==> src/rtl/multicycle_controller_pkg.sv <==
// Shared encodings for the multicycle controller: FSM states, ALU op codes,
// data-processing cmd codes, condition codes and the "no shift" code.
package multicycle_ctrl_pkg;

    typedef enum logic [3:0] {
        IDLE        = 4'd0,
        FETCH       = 4'd1,
        DECODE      = 4'd2,
        EXEC_R      = 4'd3,
        EXEC_I      = 4'd4,
        ALU_WB      = 4'd5,
        MEM_ADR     = 4'd6,
        MEM_RD      = 4'd7,
        MEM_WB      = 4'd8,
        MEM_WR      = 4'd9,
        BRANCH      = 4'd10,
        BRANCH_LINK = 4'd11
    } state_t;

    localparam logic [2:0] ALUOP_ADD = 3'b000;
    localparam logic [2:0] ALUOP_SUB = 3'b001;
    localparam logic [2:0] ALUOP_AND = 3'b010;
    localparam logic [2:0] ALUOP_ORR = 3'b011;
    localparam logic [2:0] ALUOP_MOV = 3'b100;

    localparam logic [3:0] CMD_AND = 4'b0000;
    localparam logic [3:0] CMD_SUB = 4'b0010;
    localparam logic [3:0] CMD_ADD = 4'b0100;
    localparam logic [3:0] CMD_CMP = 4'b1010;
    localparam logic [3:0] CMD_ORR = 4'b1100;
    localparam logic [3:0] CMD_MOV = 4'b1101;

    localparam logic [1:0] OP_DP  = 2'b00;
    localparam logic [1:0] OP_MEM = 2'b01;
    localparam logic [1:0] OP_BR  = 2'b10;

    localparam logic [3:0] COND_EQ = 4'b0000;
    localparam logic [3:0] COND_NE = 4'b0001;
    localparam logic [3:0] COND_CS = 4'b0010;
    localparam logic [3:0] COND_CC = 4'b0011;
    localparam logic [3:0] COND_MI = 4'b0100;
    localparam logic [3:0] COND_PL = 4'b0101;
    localparam logic [3:0] COND_VS = 4'b0110;
    localparam logic [3:0] COND_VC = 4'b0111;
    localparam logic [3:0] COND_HI = 4'b1000;
    localparam logic [3:0] COND_LS = 4'b1001;
    localparam logic [3:0] COND_GE = 4'b1010;
    localparam logic [3:0] COND_LT = 4'b1011;
    localparam logic [3:0] COND_GT = 4'b1100;
    localparam logic [3:0] COND_LE = 4'b1101;
    localparam logic [3:0] COND_AL = 4'b1110;

    localparam logic [2:0] SHIFT_NONE_DEF = 3'b111;

    typedef struct packed {
        logic       valid;
        logic [2:0] aluop;
    } alu_decode_t;

    // Unsupported cmd values come back with valid=0 so the FSM can squash them.
    function automatic alu_decode_t decode_cmd(input logic [3:0] cmd);
        alu_decode_t d;
        d.valid = 1'b1;
        d.aluop = ALUOP_ADD;
        case (cmd)
            CMD_AND: d.aluop = ALUOP_AND;
            CMD_SUB: d.aluop = ALUOP_SUB;
            CMD_ADD: d.aluop = ALUOP_ADD;
            CMD_CMP: d.aluop = ALUOP_SUB;
            CMD_ORR: d.aluop = ALUOP_ORR;
            CMD_MOV: d.aluop = ALUOP_MOV;
            default: d.valid = 1'b0;
        endcase
        return d;
    endfunction

endpackage

==> src/rtl/multicycle_controller_if.sv <==
// Bundle between the controller and the multicycle datapath: IR/flags in,
// every datapath control plus debug state and retired count out.
interface multicycle_controller_if #(
    parameter int INSTR_W = 32,
    parameter int ALUOP_W = 3,
    parameter int SHIFT_W = 3,
    parameter int CNT_W   = 16
);
    logic [INSTR_W-1:0] INSTRUCTION;
    logic [3:0]         FLAGS;
    logic               A3Src, AdrSrc, FlagUpdate, IRWrite;
    logic               MemWrite, PCWrite, RegWrite, WD3Src;
    logic [1:0]         ALUSrcA, ALUSrcB, ResultSrc, RegSrc;
    logic [ALUOP_W-1:0] ALUop;
    logic [SHIFT_W-1:0] ShiftType;
    logic [3:0]         state_out;
    logic [CNT_W-1:0]   retired;

    modport master (
        input  INSTRUCTION, FLAGS,
        output A3Src, AdrSrc, FlagUpdate, IRWrite, MemWrite, PCWrite, RegWrite, WD3Src,
        output ALUSrcA, ALUSrcB, ResultSrc, RegSrc, ALUop, ShiftType, state_out, retired
    );

    modport slave (
        output INSTRUCTION, FLAGS,
        input  A3Src, AdrSrc, FlagUpdate, IRWrite, MemWrite, PCWrite, RegWrite, WD3Src,
        input  ALUSrcA, ALUSrcB, ResultSrc, RegSrc, ALUop, ShiftType, state_out, retired
    );
endinterface

==> src/rtl/multicycle_controller_condition_unit.sv <==
// ARM-style condition evaluation: cond field against {N,Z,C,V}.
module condition_unit
    import multicycle_ctrl_pkg::*;
(
    input  logic [3:0] cond,
    input  logic [3:0] flags,
    output logic       cond_pass
);
    logic n, z, c, v;
    assign {n, z, c, v} = flags;

    always_comb begin
        cond_pass = 1'b0;
        case (cond)
            COND_EQ: cond_pass = z;
            COND_NE: cond_pass = !z;
            COND_CS: cond_pass = c;
            COND_CC: cond_pass = !c;
            COND_MI: cond_pass = n;
            COND_PL: cond_pass = !n;
            COND_VS: cond_pass = v;
            COND_VC: cond_pass = !v;
            COND_HI: cond_pass = c && !z;
            COND_LS: cond_pass = !c || z;
            COND_GE: cond_pass = (n == v);
            COND_LT: cond_pass = (n != v);
            COND_GT: cond_pass = !z && (n == v);
            COND_LE: cond_pass = z || (n != v);
            COND_AL: cond_pass = 1'b1;
            default: cond_pass = 1'b0;
        endcase
    end
endmodule

==> src/rtl/multicycle_controller.sv <==
// Moore control FSM for the multicycle datapath with conditional execution and
// a retired-instruction counter. Define BRANCH_LINK_EN to enable the BL state.
module multicycle_controller
    import multicycle_ctrl_pkg::*;
#(
    parameter int                 INSTR_W    = 32,
    parameter int                 ALUOP_W    = 3,
    parameter int                 SHIFT_W    = 3,
    parameter logic [SHIFT_W-1:0] SHIFT_NONE = SHIFT_W'(SHIFT_NONE_DEF),
    parameter int                 CNT_W      = 16
) (
    input logic                    clock,
    input logic                    reset,
    multicycle_controller_if.master bus
);
    state_t           state_reg;
    logic [CNT_W-1:0] retired_reg;
    logic             cond_pass;
    alu_decode_t      cmd_dec;
    logic [3:0]       cmd;
    logic [1:0]       op;
    logic             imm_bit, s_bit, link_bit, is_cmp;
    logic             unused_instr;

    assign op       = bus.INSTRUCTION[27:26];
    assign imm_bit  = bus.INSTRUCTION[25];
    assign cmd      = bus.INSTRUCTION[24:21];
    assign link_bit = bus.INSTRUCTION[24];
    assign s_bit    = bus.INSTRUCTION[20];
    assign is_cmp   = (cmd == CMD_CMP);
    assign cmd_dec  = decode_cmd(cmd);
    assign unused_instr = ^{bus.INSTRUCTION[19:7], bus.INSTRUCTION[4:0], link_bit};

    condition_unit u_cond (
        .cond      (bus.INSTRUCTION[31:28]),
        .flags     (bus.FLAGS),
        .cond_pass (cond_pass)
    );

    // The counter steps only on transitions out of an instruction's final state.
    always_ff @(posedge clock) begin
        if (reset) begin
            state_reg   <= IDLE;
            retired_reg <= '0;
        end else begin
            case (state_reg)
                IDLE:   state_reg <= FETCH;
                FETCH:  state_reg <= DECODE;
                DECODE: begin
                    if (!cond_pass) begin
                        state_reg <= FETCH;
                    end else begin
                        case (op)
                            OP_DP:   state_reg <= imm_bit ? EXEC_I : EXEC_R;
                            OP_MEM:  state_reg <= MEM_ADR;
`ifdef BRANCH_LINK_EN
                            OP_BR:   state_reg <= link_bit ? BRANCH_LINK : BRANCH;
`else
                            OP_BR:   state_reg <= BRANCH;
`endif
                            default: state_reg <= FETCH;
                        endcase
                    end
                end
                EXEC_R, EXEC_I: begin
                    if (!cmd_dec.valid) begin
                        state_reg <= FETCH;
                    end else if (is_cmp) begin
                        state_reg   <= FETCH;
                        retired_reg <= retired_reg + CNT_W'(1);
                    end else begin
                        state_reg <= ALU_WB;
                    end
                end
                MEM_ADR: state_reg <= s_bit ? MEM_RD : MEM_WR;
                MEM_RD:  state_reg <= MEM_WB;
                ALU_WB, MEM_WB, MEM_WR, BRANCH, BRANCH_LINK: begin
                    state_reg   <= FETCH;
                    retired_reg <= retired_reg + CNT_W'(1);
                end
                default: state_reg <= IDLE;
            endcase
        end
    end

    always_comb begin
        bus.A3Src      = 1'b0;
        bus.AdrSrc     = 1'b0;
        bus.FlagUpdate = 1'b0;
        bus.IRWrite    = 1'b0;
        bus.MemWrite   = 1'b0;
        bus.PCWrite    = 1'b0;
        bus.RegWrite   = 1'b0;
        bus.WD3Src     = 1'b0;
        bus.ALUSrcA    = 2'b00;
        bus.ALUSrcB    = 2'b00;
        bus.ResultSrc  = 2'b00;
        bus.RegSrc     = 2'b00;
        bus.ALUop      = '0;
        bus.ShiftType  = SHIFT_NONE;
        case (state_reg)
            FETCH: begin
                bus.IRWrite   = 1'b1;
                bus.PCWrite   = 1'b1;
                bus.ALUSrcB   = 2'b11;
                bus.ResultSrc = 2'b10;
                bus.RegSrc    = 2'b10;
            end
            DECODE: bus.RegSrc = 2'b01;
            EXEC_R, EXEC_I: begin
                bus.ALUSrcA    = 2'b01;
                bus.ALUSrcB    = (state_reg == EXEC_I) ? 2'b01 : 2'b00;
                bus.ALUop      = ALUOP_W'(cmd_dec.aluop);
                bus.FlagUpdate = cmd_dec.valid && (s_bit || is_cmp);
                if (state_reg == EXEC_R)
                    bus.ShiftType = SHIFT_W'({1'b0, bus.INSTRUCTION[6:5]});
            end
            ALU_WB: bus.RegWrite = 1'b1;
            MEM_ADR: begin
                bus.ALUSrcA = 2'b01;
                bus.ALUSrcB = 2'b01;
            end
            MEM_RD: bus.AdrSrc = 1'b1;
            MEM_WB: begin
                bus.RegWrite  = 1'b1;
                bus.ResultSrc = 2'b01;
            end
            MEM_WR: begin
                bus.AdrSrc   = 1'b1;
                bus.MemWrite = 1'b1;
                bus.RegSrc   = 2'b10;
            end
            BRANCH, BRANCH_LINK: begin
                bus.PCWrite   = 1'b1;
                bus.ALUSrcA   = 2'b01;
                bus.ALUSrcB   = 2'b01;
                bus.ResultSrc = 2'b10;
                // Link writes PC+4 into R14 in the same cycle the PC is redirected.
                if (state_reg == BRANCH_LINK) begin
                    bus.RegWrite = 1'b1;
                    bus.A3Src    = 1'b1;
                    bus.WD3Src   = 1'b1;
                end
            end
            default: ;
        endcase
    end

    assign bus.state_out = state_reg;
    assign bus.retired   = retired_reg;

endmodule

==> src/flat_wrapper.sv <==
// flat-port wrapper written by rule: the top's interface ports become plain ports
module multicycle_controller_flat import multicycle_ctrl_pkg::*;
#(
    parameter int                 INSTR_W    = 32,
    parameter int                 ALUOP_W    = 3,
    parameter int                 SHIFT_W    = 3,
    parameter logic [SHIFT_W-1:0] SHIFT_NONE = SHIFT_W'(SHIFT_NONE_DEF),
    parameter int                 CNT_W      = 16
)
  (clock, reset, bus_INSTRUCTION, bus_FLAGS, bus_A3Src, bus_AdrSrc, bus_FlagUpdate, bus_IRWrite, bus_MemWrite, bus_PCWrite, bus_RegWrite, bus_WD3Src, bus_ALUSrcA, bus_ALUSrcB, bus_ResultSrc, bus_RegSrc, bus_ALUop, bus_ShiftType, bus_state_out, bus_retired);
  multicycle_controller_if #(.INSTR_W(INSTR_W), .ALUOP_W(ALUOP_W), .SHIFT_W(SHIFT_W), .CNT_W(CNT_W)) bus_i ();
  input logic clock;
  input logic reset;
  input wire logic [$bits(bus_i.INSTRUCTION)-1:0] bus_INSTRUCTION;
  input wire logic [$bits(bus_i.FLAGS)-1:0] bus_FLAGS;
  output wire logic [$bits(bus_i.A3Src)-1:0] bus_A3Src;
  output wire logic [$bits(bus_i.AdrSrc)-1:0] bus_AdrSrc;
  output wire logic [$bits(bus_i.FlagUpdate)-1:0] bus_FlagUpdate;
  output wire logic [$bits(bus_i.IRWrite)-1:0] bus_IRWrite;
  output wire logic [$bits(bus_i.MemWrite)-1:0] bus_MemWrite;
  output wire logic [$bits(bus_i.PCWrite)-1:0] bus_PCWrite;
  output wire logic [$bits(bus_i.RegWrite)-1:0] bus_RegWrite;
  output wire logic [$bits(bus_i.WD3Src)-1:0] bus_WD3Src;
  output wire logic [$bits(bus_i.ALUSrcA)-1:0] bus_ALUSrcA;
  output wire logic [$bits(bus_i.ALUSrcB)-1:0] bus_ALUSrcB;
  output wire logic [$bits(bus_i.ResultSrc)-1:0] bus_ResultSrc;
  output wire logic [$bits(bus_i.RegSrc)-1:0] bus_RegSrc;
  output wire logic [$bits(bus_i.ALUop)-1:0] bus_ALUop;
  output wire logic [$bits(bus_i.ShiftType)-1:0] bus_ShiftType;
  output wire logic [$bits(bus_i.state_out)-1:0] bus_state_out;
  output wire logic [$bits(bus_i.retired)-1:0] bus_retired;
  assign bus_i.INSTRUCTION = bus_INSTRUCTION;
  assign bus_i.FLAGS = bus_FLAGS;
  assign bus_A3Src = bus_i.A3Src;
  assign bus_AdrSrc = bus_i.AdrSrc;
  assign bus_FlagUpdate = bus_i.FlagUpdate;
  assign bus_IRWrite = bus_i.IRWrite;
  assign bus_MemWrite = bus_i.MemWrite;
  assign bus_PCWrite = bus_i.PCWrite;
  assign bus_RegWrite = bus_i.RegWrite;
  assign bus_WD3Src = bus_i.WD3Src;
  assign bus_ALUSrcA = bus_i.ALUSrcA;
  assign bus_ALUSrcB = bus_i.ALUSrcB;
  assign bus_ResultSrc = bus_i.ResultSrc;
  assign bus_RegSrc = bus_i.RegSrc;
  assign bus_ALUop = bus_i.ALUop;
  assign bus_ShiftType = bus_i.ShiftType;
  assign bus_state_out = bus_i.state_out;
  assign bus_retired = bus_i.retired;
  multicycle_controller #(.INSTR_W(INSTR_W), .ALUOP_W(ALUOP_W), .SHIFT_W(SHIFT_W), .SHIFT_NONE(SHIFT_NONE), .CNT_W(CNT_W)) u_core (.clock(clock), .reset(reset), .bus(bus_i));
endmodule
==> config.mk <==
export PLATFORM = sky130hd
export DESIGN_NAME = multicycle_controller_flat
export DESIGN_NICKNAME = d
export VERILOG_FILES = /design/src/rtl/multicycle_controller_pkg.sv /design/src/rtl/multicycle_controller_if.sv /design/src/rtl/multicycle_controller_condition_unit.sv /design/src/rtl/multicycle_controller.sv /design/src/flat_wrapper.sv
export SDC_FILE = /design/constraint.sdc
export NUM_CORES = 1
export LEC_CHECK = 0
export CAP_MARGIN = 10
export CORE_ASPECT_RATIO = 1.5
export CORE_MARGIN = 2
export CORE_UTILIZATION = 30
export DETAILED_ROUTE_END_ITERATION = 8
export GPL_TIMING_DRIVEN = 0
export PLACE_DENSITY = 0.68
export SYNTH_ARGS = -nofsm -noshare
export SYNTH_HDL_FRONTEND = slang
export SYNTH_SLANG_ARGS = --single-unit
export TNS_END_PERCENT = 20
==> constraint.sdc <==
create_clock -name clock -period 2.7 [get_ports clock]
set_input_delay 0.27 -clock clock [delete_from_list [all_inputs] [get_ports clock]]
set_output_delay 0.27 -clock clock [all_outputs]
set_load 0.03 [all_outputs]
* Yosys cells after proc, flatten, opt, wreduce, memory -nomap -nowiden
Cells that the tools add are included.
Storage, ports and cells: register bits after elaboration 20, input bits 38, word-level logic and storage cells 96, output and inout bits 42
Operators by class: mux-type cells 29, add/subtract/negate cells 1, reduce and logical (&&, ||, !) cells 28, eq/ne operators 36
Operators by type and width (number):
- == test 4 bit, second input constant | 14
- == test 4 x 3 -> 1 bit, second input constant | 9
- two-way mux 16 bit | 2
- case mux 16 bit (2 select lines) | 1
- case mux 4 bit (6 select lines) | 1
- == test 4 x 2 -> 1 bit, second input constant | 5
- adder 16 x 1 -> 16 bit, second input constant | 1
- two-way mux 3 bit | 5
- case mux 1 bit (15 select lines) | 1
- logical NOT 4 bit | 3
- two-way mux 4 bit | 3
- case mux 3 bit (4 select lines) | 1
- case mux 4 bit (3 select lines) | 1
- OR reduction 2 bit | 6
- OR reduction 6 bit | 2
- two-way mux 1 bit | 10
- OR reduction 5 bit | 2
- == test 4 x 1 -> 1 bit, second input constant | 2
- case mux 2 bit (2 select lines) | 2
- case mux 2 bit (3 select lines) | 1
- OR reduction 3 bit | 2
- logical NOT 1 bit | 4
- inequality test 2 x 1 -> 1 bit, second input constant | 2
- logical AND 1 bit | 3
- other kinds (9) | 11

* Depth between registers and ports, before layout
Gate-level depths: netlist (run 1).
depth after elaboration 5, gate-level depth with buffers 8

* By module
From an unflattened synthesis (run 1), not the netlist that was laid out.
Second synthesis, totals: cell total of the unflattened synthesis 222, area, all modules 1699.1 um^2
By module, submodules not included:
- multicycle_controller | instances 1, area each 1505.2 um^2, cells an instance 194
- condition_unit | instances 1, area each 193.9 um^2, cells an instance 28

* Worst setup path after synthesis (run 1)
No wires, ideal clock.
path type reg-to-output, from register u_core.state_reg[2], in the netlist u_core.bus.state_out[2], to output bus_ALUop[1], arrival time 2324 ps, data required time 2430 ps, stages on the path, launching flop included 6, buffers on the path 1, path slack 106 ps, cell sequence dfxtp_1 > buf_4 > or3b_4 > a21oi_1 > nand2b_1 > nor4_1
On the way: word-level cells in the longest chain between the ends 3, elaborated cells between the ends (all ways) 4, classes of those cells eq/ne: 2; mux: 1; reduce/logical: 1
RTL lines:
- start, declared | RTL line multicycle_controller.sv:16 | state_t state_reg;
- start signal, assigned | RTL line multicycle_controller.sv:54 | OP_DP: state_reg <= imm_bit ? EXEC_I : EXEC_R;
- start signal, assigned | RTL line multicycle_controller.sv:75 | MEM_ADR: state_reg <= s_bit ? MEM_RD : MEM_WR;
- == test 4 x 2 -> 1 bit or == test 4 x 3 -> 1 bit (tied branches) | RTL line multicycle_controller.sv:101 | case (state_reg)
- OR reduction 2 bit (*) | RTL line multicycle_controller.sv:101
- two-way mux 3 bit (*) | RTL line multicycle_controller.sv:101
- end, declared | RTL line flat_wrapper.sv:28 | output wire logic [$bits(bus_i.ALUop)-1:0] bus_ALUop;
Mark *: on every way between the ends. The rest lies on a longest branch, timed or not.

* Worst setup path in the final report (run 1)
from register u_core.state_reg[2], in the netlist u_core.bus.state_out[2], to output bus_ALUop[0]
Same word-level chain as after synthesis.

==> impl_results.rst, run 1 <==
.. list-table::
   :header-rows: 1

   * - Metric
     - Value
   * - Outcome
     - finished clean
   * - Total routed wirelength
     - between 4000 and 5000 µm
   * - Uppermost metal layer occupied by signal nets
     - met4
   * - Flip-flop cell with the highest count after synthesis
     - sky130_fd_sc_hd__dfxtp_1
   * - Setup Crit Path Kind
     - flop to output port
   * - Number of hold-repair buffers added at the cts stage
     - 0
   * - Number of buffers between clock root and the deepest sink
     - 2
   * - DRC errors left
     - 0
   * - Hold path cells
     - 2
   * - Core box area
     - about 5000 µm²
   * - Total power density per cell area
     - roughly 370 nW/µm²
   * - Avg Cell Area, Syn
     - 7.423 µm²
   * - Peak supply drop
     - between 0.00015 and 0.0002 V
   * - Share of synthesized flip-flops with an asynchronous set or reset
     - 0
   * - Overflow left after global routing
     - 0
   * - Accumulated negative setup slack
     - 0 ns
   * - CTS tree
     - yes
   * - Final HPWL DP
     - approximately 3100 µm
   * - Setup repair after global routing missed its margin
     - no
   * - Maximum number of pins on one net before global-route repair
     - 11
   * - Layout cells sized above 1
     - 0.05993
   * - Initial antenna violation count
     - 0
   * - CP endpoint kind
     - output port
   * - Final slew viol count
     - 0
   * - Routed via count
     - between 1500 and 2000
   * - Number of diodes added for antenna fixing
     - 0
   * - Setup clock skew after layout
     - between 0.002 and 0.003 ns
   * - Number of H-tree levels
     - 1
   * - Minimum clock period
     - 2.470 ns
   * - Clock root cell
     - sky130_fd_sc_hd__clkbuf_8
   * - Met2 routed wirelength
     - approximately 2100 µm
   * - IO Count
     - 80
   * - Number of warnings reported in the yosys synthesis log
     - 0
   * - Required time at the endpoint of the critical path
     - approximately 2.4 ns
   * - Via density per instance
     - 4.943
   * - Final worst path period share
     - 0.9146
   * - RePlAce Congestion
     - between 0.8 and 0.9
   * - DR WL/cell
     - between 10 and 15 µm
   * - Headroom to the max-slew limit
     - 0.3373
   * - TritonCTS sink count
     - 20
   * - Library cells used by synthesis
     - 44
   * - Max reg flops
     - 16
   * - Number of design-rule violations left by the first detailed-router iteration
     - 18
   * - Hold Crit Class
     - flop to flop
   * - Count of buffers from port buffering
     - 57
   * - Number of instances in the synthesized netlist
     - between 200 and 250
   * - Die outline height
     - approximately 92 µm
   * - Transition at the pin with the smallest max-transition slack
     - between 0.9 and 1 ns
   * - Global Route Usage Sum
     - 0.1290
   * - Post-detailed-route count of antenna-violating nets
     - 0
   * - Clock slew seen by the registers of the worst setup and hold paths
     - ~0.070 ns
   * - Number of search-and-repair iterations in the first detailed-routing pass
     - 5
   * - Register bit count reported by yosys
     - 20
   * - Post-synthesis sequential area ratio
     - 0.2606
   * - Net Count, Synth
     - roughly 250
   * - Leak
     - about 0.8 nW
   * - Worst Path Arrival
     - ~2.2 ns
   * - Final hold vios
     - 0
   * - Post-synthesis instance area
     - about 1500 µm²
   * - DIE WIDTH
     - approximately 62 µm
   * - Die area
     - ~5700 µm²
   * - Via count of the first global-routing pass
     - between 1000 and 1500
   * - Number of enable flip-flop cells after synthesis
     - 0
   * - First-pass GRT wire length
     - roughly 6300 µm
   * - Initial cell density of the core
     - 0.3144
   * - Number of cell instances on the worst register-to-register path
     - 8
   * - Net total in the final layout
     - between 300 and 400
   * - Type of element launching the critical path
     - flop
   * - Count of max-cap constraint violations
     - 0
   * - Post-layout util
     - 0.4570
   * - Clock network latency to the later pin of the worst-skew pair
     - approximately 0.25 ns
   * - Achievable frequency
     - 404.9 MHz
   * - Total CTS buffers
     - 3
   * - Overall power of the completed layout
     - just over 0.8 mW
   * - # setup viols final
     - 0
   * - Met3 Routed Length
     - 111 µm
   * - Max Fanout on Critical Path
     - 8
   * - Row cnt
     - 31
   * - Detailed-routing wirelength on met1
     - 1786 µm
   * - Layout-stage area growth over the synthesis result
     - 45.36%
path summary, 6_finish.rpt:
path / start / endpoint / slack (ns)
hold / removal: u_core.bus.retired[1] / u_core.bus.retired[1] / 0.49
setup / recovery: u_core.bus.state_out[2] / bus_ALUop[0] / 0.23
hold reg to reg: u_core.bus.retired[1] / u_core.bus.retired[1] / 0.49
setup reg to reg: u_core.bus.state_out[0] / u_core.bus.retired[5] / 0.63
layer usage:
layer | up-vias | global-route usage
met1 | 761 | 0.1550
li1 | 854 | -
met3 | 2 | 0.01227
met2 | 29 | 0.2366
met5 | - | 0
met4 | 0 | 0.04444
stage by stage:
stage	cells	instance area, µm²	worst slack [ns]	hold slack, ns
CTS	333	2231	0.02329	0.4894
floorplan	207	1536	0.1065	0.4531
detailed placement	330	2190	0.1394	0.4795
finish	333	2233	0.2305	0.4899
global route	333	2233	0.07609	0.5295
global placement	330	2190	0.1831	0.4756
layout make-up:
cell class / instances / area [µm²]
fillers: 510 / 2654
inverters: 5 / 18.77
well taps: 66 / 82.58
multi-input cells: 165 / 1033
clock buffers: 3 / 41.29
flip-flops and latches: 20 / 400.4
repair buffers: 57 / 573.1
plain buffers: 17 / 83.83
placed cells by master, fill, tap and decap left out, drive strengths merged, types with 7 or more instances in the layout:
master and instances:
clkdlybuf4s50 56, buf 9, nand2 15, a21oi 9
clkbuf 11, nor2 27, o21ai 18, dfxtp 20
xor2 13, nor2b 7, nand2b 8
synth_stat cells, types with 2 or more instances:
cell type / count / area, µm²
sky130_fd_sc_hd__nor2_1: 27 / 101.4
sky130_fd_sc_hd__dfxtp_1: 20 / 400.4
sky130_fd_sc_hd__o21ai_0: 17 / 85.08
sky130_fd_sc_hd__nand2_1: 15 / 56.30
sky130_fd_sc_hd__xor2_1: 13 / 113.9
sky130_fd_sc_hd__a21oi_1: 9 / 45.04
sky130_fd_sc_hd__clkbuf_1: 8 / 30.03
sky130_fd_sc_hd__nand2b_1: 8 / 50.05
sky130_fd_sc_hd__nor2b_1: 7 / 43.79
sky130_fd_sc_hd__and3_1: 5 / 31.28
sky130_fd_sc_hd__inv_1: 5 / 18.77
sky130_fd_sc_hd__a2111oi_0: 4 / 35.03
sky130_fd_sc_hd__and2_1: 4 / 25.02
sky130_fd_sc_hd__buf_2: 4 / 20.02
sky130_fd_sc_hd__buf_4: 4 / 30.03
sky130_fd_sc_hd__ha_1: 4 / 50.05
sky130_fd_sc_hd__nand3_1: 4 / 20.02
sky130_fd_sc_hd__nor3_1: 4 / 20.02
sky130_fd_sc_hd__o2111ai_1: 4 / 35.03
sky130_fd_sc_hd__or3_1: 4 / 25.02
sky130_fd_sc_hd__nand3b_1: 3 / 22.52
sky130_fd_sc_hd__o211ai_1: 3 / 22.52
sky130_fd_sc_hd__a21o_1: 2 / 15.01
sky130_fd_sc_hd__a31oi_1: 2 / 12.51
sky130_fd_sc_hd__mux2i_1: 2 / 20.02
sky130_fd_sc_hd__nor3b_1: 2 / 15.01
sky130_fd_sc_hd__nor4_1: 2 / 12.51
sky130_fd_sc_hd__o22ai_1: 2 / 12.51
sky130_fd_sc_hd__o31ai_1: 2 / 15.01
sky130_fd_sc_hd__o32ai_1: 2 / 17.52
sky130_fd_sc_hd__or2_2: 2 / 12.51
cell families (layout without fill, tap and decap cells):
kind of cell             Yosys count  in the layout  synth area share
adder cells (fa/ha/maj)            4              4           0.03257
flip-flops                        20             20            0.2606
AND/OR/NAND/NOR                   90             90            0.3005
AO/OA/AOI/OAI                     54             54            0.2443
buffers and inverters             22             82           0.06678
multiplexers                       2              2           0.01303
other                              1              1          0.002441
XOR/XNOR                          14             14           0.07981
worst max-delay path, stage by stage (launching register included):
cell	delay [ns]
sky130_fd_sc_hd__dfxtp_1	0.33
sky130_fd_sc_hd__buf_4	0.14
sky130_fd_sc_hd__or3b_4	0.40
sky130_fd_sc_hd__a21oi_1	0.19
sky130_fd_sc_hd__nand2b_1	0.10
sky130_fd_sc_hd__nor2b_1	0.11
sky130_fd_sc_hd__clkdlybuf4s50_1	0.67
power by group:
group          internal [mW]  switching (mW)  leakage [nW]
Sequential             0.302         0.00573         0.162
Combinational          0.134           0.187         0.633
Clock                 0.0992          0.0915        0.0216
timing repair:
| action | in CTS | in global routing |
|---|---|---|
| endpoints found under the setup margin | 0 | 1 |
| gates resized for setup | 0 | 1 |
| buffers inserted | 0 | 0 |
| endpoints found under the hold margin | 0 | 0 |
(Power assumes the default switching activity.)
==> run 2, diff against run 1 <==
- CORE_UTILIZATION: 30 -> 40
- PLACE_DENSITY: 0.68 -> 0.8
==> run 2 against run 1 <==
Effect of this change:
- sequential share of layout area is 0.15 points higher
- non-clock buffer count stayed put
- flip-flop and latch count stayed put
- routed wire length is 4.8% lower
- die area is 24% lower
- hold slack worse by 0.0057 ns
- largest cell class unchanged
- highest routed layer unchanged
==> impl_results.rst, run 2 (same netlist as run 1, synthesis figures left out) <==
.. list-table::
   :header-rows: 1

   * - Metric
     - Value
   * - Max Fanout on Critical Path
     - 8 (unchanged)
   * - Peak supply drop
     - 0.0002455 V (+41%)
   * - Final HPWL DP
     - 3086 µm (-1.3%)
   * - Crit-path max cell delay
     - 0.67 ns (about the same)
   * - Layout cells sized above 1
     - 0.06343 (+0.003508)
   * - Most common cell after layout, fill and taps aside
     - sky130_fd_sc_hd__clkdlybuf4s50_1
   * - Hold path cells
     - 2 (unchanged)
   * - Number of cell instances on the worst register-to-register path
     - 8 (unchanged)
   * - Hold Crit Class
     - flop to flop
   * - Portion of total power attributed to combinational logic
     - 0.377 (-0.015)
   * - Routed via count
     - 1663 (+1.0%)
   * - Accumulated negative setup slack
     - 0 ns (unchanged)
   * - Net load switching power
     - 0.2870 mW (+0.83%)
   * - Clock slew seen by the registers of the worst setup and hold paths
     - 0.07 ns (about the same)
   * - CP endpoint kind
     - output port
   * - Final worst path period share
     - 0.9258 (+0.01120)
   * - Leak
     - 0.8099 nW (-0.81%)
   * - Headroom to the max-slew limit
     - 0.4192 (+0.08185)
   * - Total routed wirelength
     - 3823 µm (-4.8%)
   * - Post-detailed-route count of antenna-violating nets
     - 0 (unchanged)
   * - Achievable frequency
     - 400.0 MHz (-1.2%)
   * - Row cnt
     - 27 (-13%)
   * - Clock network fraction of total power
     - 0.262 (+0.029)
   * - First-pass GRT wire length
     - 6230 µm (-0.34%)
   * - Transition at the pin with the smallest max-transition slack
     - 0.8493 ns (-0.1197 ns)
   * - Final hold vios
     - 0 (unchanged)
   * - Core box area
     - 3682 µm² (-25%)
   * - Global Route Usage Sum
     - 0.1829 (+0.05382)
   * - Clock root cell
     - sky130_fd_sc_hd__clkbuf_8
   * - Layout-stage area growth over the synthesis result
     - 44.14%
   * - Number of hold-repair buffers added at the cts stage
     - 0 (unchanged)
   * - Number of search-and-repair iterations in the first detailed-routing pass
     - 4 (-1)
   * - Worst Setup Slack post-DPL
     - 0.1987 ns (+0.05938 ns)
   * - Setup Crit Path Kind
     - flop to output port
   * - Worst Path Arrival
     - 2.23 ns (+0.03 ns)
   * - TritonCTS sink count
     - 20 (unchanged)
   * - Number of buffers between clock root and the deepest sink
     - 2 (unchanged)
   * - Cell with the largest stage delay on the worst path
     - sky130_fd_sc_hd__clkdlybuf4s50_1
   * - Setup WS post-layout
     - 0.2003 ns (-0.03023 ns)
   * - Overflow left after global routing
     - 0 (unchanged)
   * - Via count of the first global-routing pass
     - 1450 (+2.5%)
   * - Startpoint of the lowest-slack hold path
     - u_core.bus.retired[1]
   * - Via density per instance
     - 5.347 (+8.2%)
   * - Initial cell density of the core
     - 0.4173 (+0.1029)
   * - Count of buffers from port buffering
     - 57 (unchanged)
   * - Final slew viol count
     - 0 (unchanged)
   * - # setup viols final
     - 0 (unchanged)
   * - Maximum number of pins on one net before global-route repair
     - 12 (+1)
   * - Setup repair after global routing missed its margin
     - no
   * - Total power density per cell area
     - 384.7 nW/µm² (+4.9%)
   * - Reg-to-reg critical path endpoint
     - u_core.bus.retired[10]
   * - Cell family with most CP delay
     - buffers and inverters
   * - Clock network latency to the later pin of the worst-skew pair
     - 0.25 ns (about the same)
   * - Switching Share
     - 0.3369 (-0.01049)
   * - Net total in the final layout
     - 311 (unchanged)
   * - Number of H-tree levels
     - 1 (unchanged)
   * - Outcome
     - finished clean
   * - DRC errors left
     - 0 (unchanged)
   * - Worst Hold Endpoint
     - u_core.bus.retired[1]
   * - Max reg flops
     - 16 (unchanged)
   * - Number of diodes added for antenna fixing
     - 0 (unchanged)
   * - Worst setup slack for register-to-register paths
     - 0.63 ns (about the same)
   * - RePlAce Congestion
     - 0.8405 (-0.47%)
   * - DIE WIDTH
     - 54.61 µm (-13%)
   * - Setup clock skew after layout
     - 0.003257 ns (+0.0003950 ns)
   * - Reg power frac
     - 0.362 (-0.013)
   * - IO Count
     - 80 (unchanged)
   * - CTS tree
     - yes
   * - Total CTS buffers
     - 3 (unchanged)
   * - Internal power of the cells
     - 0.5650 mW (+5.6%)
   * - Required time at the endpoint of the critical path
     - 2.43 ns (about the same)
   * - Most used cells in the layout excluding fill and tap cells
     - 56 x sky130_fd_sc_hd__clkdlybuf4s50_1, 27 x sky130_fd_sc_hd__nor2_1, 20 x sky130_fd_sc_hd__dfxtp_1
   * - List of cells traversed by the critical path
     - buf_4, or3b_4, a21oi_1, nand2b_1, nor2b_1, clkdlybuf4s50_1
   * - Die outline height
     - 79.91 µm (-13%)
   * - Dpl cell area
     - 2161 µm² (-1.3%)
   * - Count of max-cap constraint violations
     - 0 (unchanged)
   * - Initial antenna violation count
     - 0 (unchanged)
   * - Minimum clock period
     - 2.500 ns (+0.03023 ns)
   * - Type of element launching the critical path
     - flop
   * - DR WL/cell
     - 12.29 µm (+2.0%)
   * - Die area
     - 4363 µm² (-24%)
   * - Finished layout cell area
     - 2215 µm² (-0.84%)
   * - Number of design-rule violations left by the first detailed-router iteration
     - 20 (+2)
   * - Startpoint of the most critical register-to-register path
     - u_core.bus.state_out[0]
   * - Bufs and invs on worst path
     - 2 (unchanged)
[run 2: worst max path at each step]
| stage | startpoint | to | slack [ns] | cells after the start |
|---|---|---|---|---|
| global placement | bus_FLAGS[3] | u_core.bus.state_out[3] | 0.27 | 6 |
| CTS | u_core.bus.state_out[2] | bus_ALUop[0] | 0.19 | 6 |
| detailed placement | bus_FLAGS[3] | u_core.bus.state_out[1] | 0.20 | 6 |
| global route | u_core.bus.state_out[2] | bus_ALUop[0] | 0.05 | 6 |
| finish | u_core.bus.state_out[2] | bus_ALUop[0] | 0.20 | 6 |
| floorplan | u_core.bus.state_out[2] | bus_ALUop[1] | 0.11 | 5 |
[run 2: repair_timing]
item	4_1_cts	5_1_grt
gates resized for setup	1	0
endpoints found under the hold margin	0	0
endpoints found under the setup margin	1	0
buffers inserted	0	0
[run 2: worst min-delay path: cells and delay by family, from the launching register on]
kind | cells | cell delay, ns
DFF | 1 | 0.33
and+or+nand+nor | 1 | 0.06
AOI/OAI and AO/OA | 1 | 0.05
[run 2: area by class of cell]
cell class                      count  area (µm²)
Sequential cell                    20       400.4
Clock buffer                        4       55.05
Inverter                            5       18.77
Timing Repair Buffer               57       569.3
Fill cell                         336        1468
Buffer                             17       83.83
Multi-Input combinational cell    165        1033
Tap cell                           43       53.80
[run 2: routing by layer]
| layer | share of wire | GRT usage | wire length [µm] | up-vias |
|---|---|---|---|---|
| met2 | 0.54 | 0.3286 | 2083 | 33 |
| met1 | 0.41 | 0.2215 | 1572 | 772 |
| met3 | 0.035 | 0.02809 | 135 | 4 |
| li1 | - | - | - | 854 |
| met5 | 0 | 0 | 0 | - |
| met4 | 0.0081 | 0.03000 | 31 | 0 |
[run 2: power groups by stage]
stage / registers, mW / logic, mW / clock network [mW]
6_report: 0.308 / 0.321 / 0.223
5_1_grt: 0.309 / 0.344 / 0.239
4_1_cts: 0.308 / 0.322 / 0.225
3_5_place_dp: 0.315 / 0.321 / 0
3_3_place_gp: 0.314 / 0.318 / 0
2_1_floorplan: 0.326 / 0.183 / 0
[run 2: stage by stage]
step | hold WS, ns | instances | util | power [mW]
floorplan | 0.4531 | 207 | - | 0.5093
global placement | 0.4687 | 307 | 0.5868 | 0.6325
detailed placement | 0.4761 | 307 | 0.5868 | 0.6359
CTS | 0.4859 | 311 | 0.6014 | 0.8548
global route | 0.5184 | 311 | 0.6014 | 0.8923
finish | 0.4842 | 311 | 0.6014 | 0.8520
